$ cat config.mk
export PLATFORM = sky130hd
export DESIGN_NAME = tx
export DESIGN_NICKNAME = d
export VERILOG_FILES = /design/src/rtl/tx.sv
export SDC_FILE = /design/constraint.sdc
export NUM_CORES = 1
export LEC_CHECK = 0
export BUFFER_PORTS_ARGS = -buffer_cell sky130_fd_sc_hd__buf_2
export CORE_UTILIZATION = 49
export DETAILED_ROUTE_END_ITERATION = 10
export GPL_TIMING_DRIVEN = 0
export PLACE_DENSITY = 0.72
export SLEW_MARGIN = 20
export SYNTH_ARGS = -nofsm -noshare
export SYNTH_HDL_FRONTEND = slang
export SYNTH_SLANG_ARGS = --single-unit
$ cat constraint.sdc
create_clock -name clk_in -period 1.7 [get_ports clk_in]
set_input_delay 0.255 -clock clk_in [delete_from_list [all_inputs] [get_ports clk_in]]
set_output_delay 0.255 -clock clk_in [all_outputs]
set_load 0.03 [all_outputs]
$ cat src/rtl/tx.sv
// Parameterised UART-style serial transmitter: start bit, LSB-first data, optional
// parity, one or two stop bits. All outputs are registered.
module tx #(
   parameter int unsigned CLK_BAUD_RATIO = 2,
   parameter int unsigned DATA_SIZE      = 8,
   parameter int unsigned PARITY         = 0,
   parameter int unsigned STOP_BITS      = 1
) (
   input  logic                 clk_in,
   input  logic                 rst_in,
   input  logic                 new_data_in,
   input  logic [DATA_SIZE-1:0] data_in,
   output logic                 tx_out,
   output logic                 busy_out
);

   localparam int unsigned CNT_W = (CLK_BAUD_RATIO > 1) ? $clog2(CLK_BAUD_RATIO) : 1;
   localparam int unsigned BIT_W = (DATA_SIZE > 2) ? $clog2(DATA_SIZE) : 1;

   typedef enum logic [2:0] {
      StIdle,
      StStart,
      StData,
      StParity,
      StStop
   } state_e;

   state_e               state_q, state_d;
   logic [CNT_W-1:0]     cnt_q, cnt_d;
   logic [BIT_W-1:0]     bit_q, bit_d;
   logic [DATA_SIZE-1:0] shift_q, shift_d;
   logic                 par_q, par_d;
   logic                 tx_q, tx_d;
   logic                 busy_q, busy_d;
   logic                 cnt_wrap;

   assign cnt_wrap = (cnt_q == CNT_W'(CLK_BAUD_RATIO - 1));

   always_comb begin
      state_d = state_q;
      cnt_d   = cnt_q;
      bit_d   = bit_q;
      shift_d = shift_q;
      par_d   = par_q;

      if (state_q != StIdle) begin
         cnt_d = cnt_wrap ? '0 : cnt_q + 1'b1;
      end

      unique case (state_q)
         StIdle: begin
            if (new_data_in) begin
               state_d = StStart;
               shift_d = data_in;
               par_d   = (PARITY == 2) ? ~(^data_in) : ^data_in;
               cnt_d   = '0;
               bit_d   = '0;
            end
         end
         StStart: begin
            if (cnt_wrap) begin
               state_d = StData;
               bit_d   = '0;
            end
         end
         StData: begin
            if (cnt_wrap) begin
               if (bit_q == BIT_W'(DATA_SIZE - 1)) begin
                  state_d = (PARITY != 0) ? StParity : StStop;
                  bit_d   = '0;
               end else begin
                  bit_d   = bit_q + 1'b1;
                  shift_d = shift_q >> 1;
               end
            end
         end
         StParity: begin
            if (cnt_wrap) begin
               state_d = StStop;
               bit_d   = '0;
            end
         end
         StStop: begin
            // bit_q doubles as the stop-bit index
            if (cnt_wrap) begin
               if (bit_q == BIT_W'(STOP_BITS - 1)) begin
                  state_d = StIdle;
                  bit_d   = '0;
               end else begin
                  bit_d = bit_q + 1'b1;
               end
            end
         end
         default: state_d = StIdle;
      endcase
   end

   // Outputs follow the next state so the line changes on the same edge as the state.
   always_comb begin
      tx_d = 1'b1;
      unique case (state_d)
         StIdle:   tx_d = 1'b1;
         StStart:  tx_d = 1'b0;
         StData:   tx_d = shift_d[0];
         StParity: tx_d = par_d;
         StStop:   tx_d = 1'b1;
         default:  tx_d = 1'b1;
      endcase
      busy_d = (state_d != StIdle);
   end

   always_ff @(posedge clk_in) begin
      if (!rst_in) begin
         state_q <= StIdle;
         cnt_q   <= '0;
         bit_q   <= '0;
         shift_q <= '0;
         par_q   <= 1'b0;
         tx_q    <= 1'b1;
         busy_q  <= 1'b0;
      end else begin
         state_q <= state_d;
         cnt_q   <= cnt_d;
         bit_q   <= bit_d;
         shift_q <= shift_d;
         par_q   <= par_d;
         tx_q    <= tx_d;
         busy_q  <= busy_d;
      end
   end

   assign tx_out   = tx_q;
   assign busy_out = busy_q;

endmodule

==> results of run 1 <==
[cells in the final DEF, fill, tap and decap left out, drive strengths merged, types with 3 or more instances in the layout]
cell type	count
buf	23
a21oi	11
a2111o	3
nand2	10
nor2	7
clkbuf	5
nand2b	3
xnor2	7
a22oi	7
and2	3
ha	3
inv	8
dfxtp	18
[state kept, by name (all words and copies together) (netlist names)]
signal and count:
state_q 3, busy_out 1, cnt_q 1, shift_q 8, bit_q 3, par_q 1
tx_out 1
[metrics by stage]
stage	setup WS [ns]	TNS, ns	util (%)	cell area [µm²]	total power (µW)
finish	0.00698	0	66.6	1200	957
detailed placement	-0.0823	-0.0823	60.7	1090	674
floorplan	0.00273	0	-	1000	624
global placement	-0.0777	-0.0777	60.7	1090	670
CTS	-0.0115	-0.0229	63.5	1140	947
global route	-0.0364	-0.0364	66.6	1200	1010
[kinds of logic after synthesis]
logic type / Yosys count / synth area share [%]
and+or+nand+nor: 32 / 18.8
buffers and inverters: 15 / 7.98
muxes: 1 / 1.03
DFF: 18 / 37.1
adders and majority gates: 3 / 3.86
AOI/OAI and AO/OA: 32 / 25.0
xor gates and xnor gates: 7 / 6.31
[what timing repair did]
item                                    4_1_cts  5_1_grt
buffers inserted                              1        6
hold buffers                                  0        0
endpoints found under the setup margin        1        4
gates resized for setup                       4        6
pin swaps                                     2        7
[final cells by class]
cell class                 count  area share [%]
tap                           25            2.61
inverter                       8            2.71
timing repair buffer          19            9.38
clock buffer                   4            3.02
buffer                         5            3.55
sequential                    18            30.8
multi-input combinational     75            48.0
[worst paths after layout]
check	start	depth (start not counted)	end
hold / removal	rst_in	2	cnt_q
setup / recovery	bit_q[1]	6	tx_out
hold reg to reg	shift_q[4]	2	shift_q[4]
setup reg to reg	bit_q[1]	6	tx_out
[worst max-delay path, delay by kind of cell, from the launching register on]
| kind | cells | cell delay, ns |
|---|---|---|
| AOI/OAI and AO/OA | 3 | 0.84 |
| DFF | 1 | 0.37 |
| buffers and inverters | 1 | 0.06 |
| adders and majority gates | 2 | 0.32 |
[per-layer routing]
| metal | vias to the layer above | wire (µm) | track usage, % |
|---|---|---|---|
| met5 | - | 0 | 0 |
| met3 | 5 | 86 | 3.92 |
| met1 | 364 | 873 | 26.4 |
| li1 | 430 | - | - |
| met4 | 0 | 53 | 12.4 |
| met2 | 22 | 903 | 31.1 |
[where the power goes]
part	total, µW	switching, µW	internal [µW]
Sequential	470	22.4	448
Clock	269	139	131
Combinational	217	111	106
==> results.txt, run 1 <==
Status -> finished, final reports clean
Post-synth top cells -> dfxtp_1 (18), a21oi_1 (11), nand2_1 (10), inv_1 (8)
Slew @ Worst Pin -> 0.436 ns
Number of synthesized flops with an enable pin -> 0
H-tree depth -> 1
Cell Pwr Density -> 798 nW/µm²
Die area -> 2170 µm²
Cts bufs inserted -> 3
Critical Path Fanout Max -> 5
Post-synth top area share -> 37.1%
Clock skew -> 0.000757 ns
Synth area leaders -> dfxtp_1 (37%), xnor2_1 (6.3%), a21oi_1 (5.7%)
Reg2Reg Setup Slack -> 0.007 ns
Setup-failing EPs final -> 0
CTS tree -> yes
Critical path arrival -> 1.89 ns
Fmax -> 591 MHz
Avg WL per Cell -> 12.4 µm
Final instance count without filler cells -> 154
CP Class -> reg -> reg
Synth warnings -> 0
Startpoint class of the critical path -> register
DRT iter0 DRCs -> 12
Input/output buffers -> 12
Clock slew at reported path FFs -> 0.10 ns
Initial Utilization -> 54.0%
Routed wire length -> 1920 µm
Layout cells sized above 1 -> 30.2%
Critical Path RT -> 1.90 ns
Hpwl dp -> 1370 µm
Top-count cell post-synth -> dfxtp_1
FP Rows -> 15
Max Cap Viol -> 0
Asr flop ratio synth -> 0%
Area occupied by registers -> 369 µm²
Crit share post-route -> 99.6%
Die height -> 46.5 µm
Tot GR Track Use -> 20.5%
# placed instances -> 145
Initial antenna violation count -> 0
Synth Area per Inst -> 9.00 µm²
RSZ-0062 raised after global routing -> yes
FILL cells -> 156
Rel. slew slack -> 70.9%
Clock sinks -> 18
Vias -> 821
Hold_ws -> 0.178 ns
Seq/Total Area, Yosys -> 37.1%
I/O pin cnt -> 13
Pleak -> 0.000448 µW
Largest net degree at the start of global routing -> 11
DRC violations left -> 0
CP max-delay cell -> dfxtp_4
Overflow after GRT -> 0
Die Wd -> 46.5 µm
Ant diodes -> 0
CP Capture Type -> register
Mapped Nets -> 122
Nets -> 144
Final min period -> 1.69 ns
Area of the multi-input gates -> 576 µm²
Endpoints failing hold -> 0
DR vias/cell -> 5.33
Synth Flop Type -> dfxtp_1
Detailed Routing Iterations Pass 1 -> 4
Area Overhead vs Synth -> 23.4%
Area leader, netlist -> dfxtp_1
Netlist cell types -> 34
Synthesized area -> 972 µm²
Critical path cell sequence -> ha_4 -> ha_4 -> inv_4 -> a41oi_4 -> a221o_1 -> a221o_1
Hold Path Class -> in -> reg
Clock buffer depth -> 2
Clock Root Buffer -> clkbuf_4
Slew Limit Fails -> 0
Post-Syn Instances -> 108
Number of routed nets with antenna violations -> 0
Vias in the first global route -> 697
First-pass GRT wire length -> 3040 µm
Worst skew pair latency -> 0.30 ns
CP max stage delay -> 0.37 ns
Placer Congestion -> 0.753
VDD IR-drop max -> 468 µV
Core ar. -> 1800 µm²
Synth Register Bits -> 18
(Power assumes the default switching activity.)
==> inputs of run 2 (changes only) <==
--- a/config.mk
+++ b/config.mk
@@ -5,11 +5,12 @@
 export SDC_FILE = /design/constraint.sdc
 export NUM_CORES = 1
 export LEC_CHECK = 0
+export ABC_AREA = 1
 export BUFFER_PORTS_ARGS = -buffer_cell sky130_fd_sc_hd__buf_2
-export CORE_UTILIZATION = 49
+export CORE_UTILIZATION = 51
 export DETAILED_ROUTE_END_ITERATION = 10
 export GPL_TIMING_DRIVEN = 0
-export PLACE_DENSITY = 0.72
+export PLACE_DENSITY = 0.74
 export SLEW_MARGIN = 20
 export SYNTH_ARGS = -nofsm -noshare
 export SYNTH_HDL_FRONTEND = slang
==> results.txt, run 2 <==
Routed wire length -> 2270 µm
Clock sinks -> 18
Rel. slew slack -> 67.8%
Worst r2r src -> bit_q[0]
CP Class -> reg -> reg
Pre-CTS setup slack -> 0.209 ns
CTS tree -> yes
Critical Path Fanout Max -> 3
First-pass GRT wire length -> 3450 µm
Resize count post-CTS -> 0
Worst Setup Slack, final -> 0.174 ns
Synth Register Bits -> 18
Total negative slack -> 0 ns
Placer Congestion -> 0.837
Synth area leaders -> dfxtp_1 (33%), nand2_1 (17%), inv_1 (6.2%)
Setup-failing EPs final -> 0
Final min period -> 1.53 ns
Slew @ Worst Pin -> 0.483 ns
Post-synth top cells -> nand2_1 (50), dfxtp_1 (18), inv_1 (18), nor2_1 (17), a21oi_1 (10)
Hold Path Depth -> 3
Initial Utilization -> 54.9%
Detailed Routing Iterations Pass 1 -> 4
Seq/Total Area, Yosys -> 33.1%
I/O pin cnt -> 13
RSZ-0062 raised after global routing -> no
Area leader, netlist -> dfxtp_1
H-tree depth -> 1
DRT iter0 DRCs -> 43
Core ar. -> 1980 µm²
Number of routed nets with antenna violations -> 0
R2R depth -> 7
Worst skew pair latency -> 0.30 ns
Synth warnings -> 0
Overflow after GRT -> 0
VDD IR-drop max -> 626 µV
Clock skew -> 0.00545 ns
Post-synth top area share -> 33.1%
Input/output buffers -> 12
Nets -> 193
Die height -> 48.2 µm
Status -> finished, final reports clean
Clock buffer depth -> 2
Max Cap Viol -> 0
DR vias/cell -> 5.31
Clock slew at reported path FFs -> 0.10 ns
Hold Path Class -> in -> reg
Reg with most FFs -> shift_q
Fmax -> 655 MHz
Cts bufs inserted -> 3
Vias in the first global route -> 848
Startpoint class of the critical path -> register
Avg WL per Cell -> 11.1 µm
Netlist cell types -> 27
FP Rows -> 16
Endpoints failing hold -> 0
Post-Syn Instances -> 162
Ant diodes -> 0
CP Capture Type -> register
Area Overhead vs Synth -> 12.0%
Top-count cell post-synth -> nand2_1
DRC violations left -> 0
Post-CTS Setup Repair Bufs -> 0
Die Wd -> 48.2 µm
Most common cell after layout, fill and taps aside -> nand2_1
Synth Area per Inst -> 6.72 µm²
Critical path arrival -> 1.70 ns
Area occupied by registers -> 360 µm²
Hpwl dp -> 1720 µm
Largest net degree at the start of global routing -> 11
Finished Core Util -> 61.5%
Area of the multi-input gates -> 632 µm²
FILL cells -> 198
Slew Limit Fails -> 0
Vias -> 1088
Critical Path RT -> 1.88 ns
Synth Flop Type -> dfxtp_1
Hold buffer count at cts -> 0
Tot GR Track Use -> 21.2%
Max reg flops -> 8
Min-Delay Endpoint -> bit_q[2]
Layout cells sized above 1 -> 19.7%
Crit share post-route -> 89.8%
Clock Root Buffer -> clkbuf_4
Most frequent cells in the layout -> nand2_1 (50), inv_1 (18), dfxtp_1 (18)
Top Registers -> shift_q (8), bit_q (3), state_q (3)
Initial antenna violation count -> 0
Reg2Reg Setup Slack -> 0.17 ns
Cell Pwr Density -> 854 nW/µm²
Number of synthesized flops with an enable pin -> 0
Asr flop ratio synth -> 0%
Mapped Nets -> 176
Worst r2r dst -> busy_out
Die area -> 2320 µm²
Hold Startpoint -> rst_in
Synthesized area -> 1090 µm²
Pleak -> 0.000606 µW
==> run 2: layout make-up <==
cell class                 count  share of cell area, %
tap                           27                   2.77
buffer                         1                  0.308
inverter                      24                   7.60
clock buffer                   4                   2.98
sequential                    18                   29.6
timing repair buffer          12                   4.93
multi-input combinational    119                   51.8
==> run 2: cells by family (layout without fill, tap and decap cells) <==
logic type               after synthesis  after routing  share of synthesized area [%]
AND/OR/NAND/NOR                       86             86                           37.7
AO/OA/AOI/OAI                         29             29                           16.1
buffers and inverters                 25             41                           8.85
flip-flops                            18             18                           33.1
adder cells (fa/ha/maj)                3              3                           3.45
XOR/XNOR                               1              1                          0.805
==> run 2: worst max path at each step <==
stage                        start        to  depth (start not counted)
after global placement    bit_q[0]  busy_out                          7
after detailed placement  bit_q[1]    tx_out                          7
final                     bit_q[0]  busy_out                          7
after floorplan           bit_q[0]  busy_out                          7
after CTS                 bit_q[0]    tx_out                          7
after global routing      bit_q[0]  busy_out                          7
==> run 2: through the flow <==
stage	instances	hold WS [ns]	cell area [µm²]	power (µW)
after floorplan	162	0.391	1090	703
after global placement	201	0.449	1180	763
after detailed placement	201	0.456	1180	771
after CTS	205	0.215	1220	1040
after global routing	205	0.231	1220	1100
final	205	0.212	1220	1040
==> run 2: critical path, stage by stage (launching register included) <==
cell and delay, ns:
dfxtp_1 0.37, ha_1 0.16, ha_1 0.19, inv_1 0.08, o21ai_0 0.29, nand2_1 0.09, nor2_1 0.14, a21oi_1 0.09
==> run 2: per-layer routing <==
layer	global-route usage, %	wire length (µm)
met4	8.33	42
met5	0	0
met1	27.0	987
met2	36.5	1110
met3	2.22	130
==> run 2: report_power, final <==
| group | switching (µW) | internal, µW |
|---|---|---|
| Combinational | 172 | 101 |
| Clock | 145 | 131 |
| Sequential | 29.5 | 463 |
==> inputs of run 3 (changes only) <==
--- a/config.mk
+++ b/config.mk
@@ -7,10 +7,12 @@
 export LEC_CHECK = 0
 export ABC_AREA = 1
 export BUFFER_PORTS_ARGS = -buffer_cell sky130_fd_sc_hd__buf_2
+export CORE_MARGIN = 2
 export CORE_UTILIZATION = 51
 export DETAILED_ROUTE_END_ITERATION = 10
 export GPL_TIMING_DRIVEN = 0
 export PLACE_DENSITY = 0.74
+export RECOVER_POWER = 100
 export SLEW_MARGIN = 20
 export SYNTH_ARGS = -nofsm -noshare
 export SYNTH_HDL_FRONTEND = slang
==> results.txt, run 3 (synthesis gave the netlist of run 2 again) <==
Reg with most FFs -> shift_q
Placer Congestion -> 0.789
Die height -> 50.2 µm
Slew @ Worst Pin -> 0.452 ns
Nets -> 193
Rel. slew slack -> 69.6%
CTS tree -> yes
Slew Limit Fails -> 0
Detailed Routing Iterations Pass 1 -> 4
Hold buffer count at cts -> 0
Routed wire length -> 2140 µm
Critical Path Fanout Max -> 7
FP Rows -> 16
Max Cap Viol -> 0
Die Wd -> 50.2 µm
Largest net degree at the start of global routing -> 11
Crit share post-route -> 90.6%
Core ar. -> 1980 µm²
Initial antenna violation count -> 0
Tot GR Track Use -> 19.1%
Critical Path RT -> 1.90 ns
Vias -> 1055
Final total power -> 1010 µW
Worst skew pair latency -> 0.29 ns
Pre-CTS setup slack -> 0.188 ns
Endpoints failing hold -> 0
Clock buffer depth -> 2
Total negative slack -> 0 ns
Clock skew -> 0.000871 ns
Clock sinks -> 18
Critical path arrival -> 1.74 ns
First-pass GRT wire length -> 3730 µm
Final min period -> 1.54 ns
Worst Setup Slack, final -> 0.160 ns
Pleak -> 0.000600 µW
Initial Utilization -> 54.9%
Die area -> 2520 µm²
DR vias/cell -> 5.15
Max reg flops -> 8
Hold Path Class -> in -> reg
CP Class -> reg -> reg
Ant diodes -> 0
H-tree depth -> 1
VDD IR-drop max -> 848 µV
Most common cell after layout, fill and taps aside -> nand2_1
Top Registers -> shift_q (8), bit_q (3), state_q (3)
Hpwl dp -> 1730 µm
Post-CTS Setup Repair Bufs -> 0
Cts bufs inserted -> 3
DRC violations left -> 0
Status -> finished, final reports clean
Startpoint class of the critical path -> register
Area Overhead vs Synth -> 10.0%
Vias in the first global route -> 957
DRT iter0 DRCs -> 17
Most frequent cells in the layout -> nand2_1 (50), inv_1 (20), nor2_1 (18), dfxtp_1 (18)
Cell Pwr Density -> 844 nW/µm²
Overflow after GRT -> 0
Resize count post-CTS -> 0
Fmax -> 649 MHz
Hold_ws -> 0.228 ns
Input/output buffers -> 12
Clock Root Buffer -> clkbuf_4
Avg WL per Cell -> 10.4 µm
RSZ-0062 raised after global routing -> no
Number of routed nets with antenna violations -> 0
Clock slew at reported path FFs -> 0.09 ns
Setup-failing EPs final -> 0
CP Capture Type -> register
Layout cells sized above 1 -> 15.7%
I/O pin cnt -> 13
run 3: cell type report:
type	instances	area, µm²
timing repair buffer	12	57.6
fill	194	785
sequential	18	360
inverter	24	92.6
buffer	1	3.75
tap	27	33.8
multi-input combinational	119	613
clock buffer	4	36.3
run 3: routing by layer:
layer  vias to the layer above  track usage, %  routed length, µm
met5                         -               0                  0
met4                         0            4.63                 25
li1                        556               -                  -
met3                         4            5.95                107
met2                        21            34.0               1020
met1                       474            22.1                988
run 3: report_power, final:
group / switching, µW / internal, µW / total (µW) / leakage, µW
Clock: 127 / 131 / 257 / 0.0000210
Sequential: 26.9 / 462 / 489 / 0.000148
Combinational: 168 / 95.3 / 263 / 0.000430
Total: 322 / 689 / 1010 / 0.000600
run 3: path summary, 6_finish.rpt:
| kind | startpoint | endpoint | cells past startpoint | slack (ns) |
|---|---|---|---|---|
| max | state_q[2] | bit_q[0] | 8 | 0.16 |
| min | rst_in | bit_q[0] | 3 | 0.23 |
| max reg2reg | state_q[2] | bit_q[0] | 8 | 0.16 |
| min reg2reg | shift_q[7] | shift_q[7] | 2 | 0.47 |
run 3: critical path, cell delays in order (launching register included):
cell and delay [ns]:
dfxtp_1 0.38, inv_1 0.15, nand2_4 0.08, nor2_1 0.22
nand2_1 0.14, nand4_1 0.20, inv_2 0.06, o21ai_0 0.14
nor2_1 0.06
run 3: per-stage QoR:
stage	area (µm²)	utilization (%)	instances
after floorplan	1090	-	162
after global placement	1180	59.7	201
after detailed placement	1180	59.7	201
after CTS	1220	61.5	205
after global routing	1200	60.4	205
final	1200	60.4	205
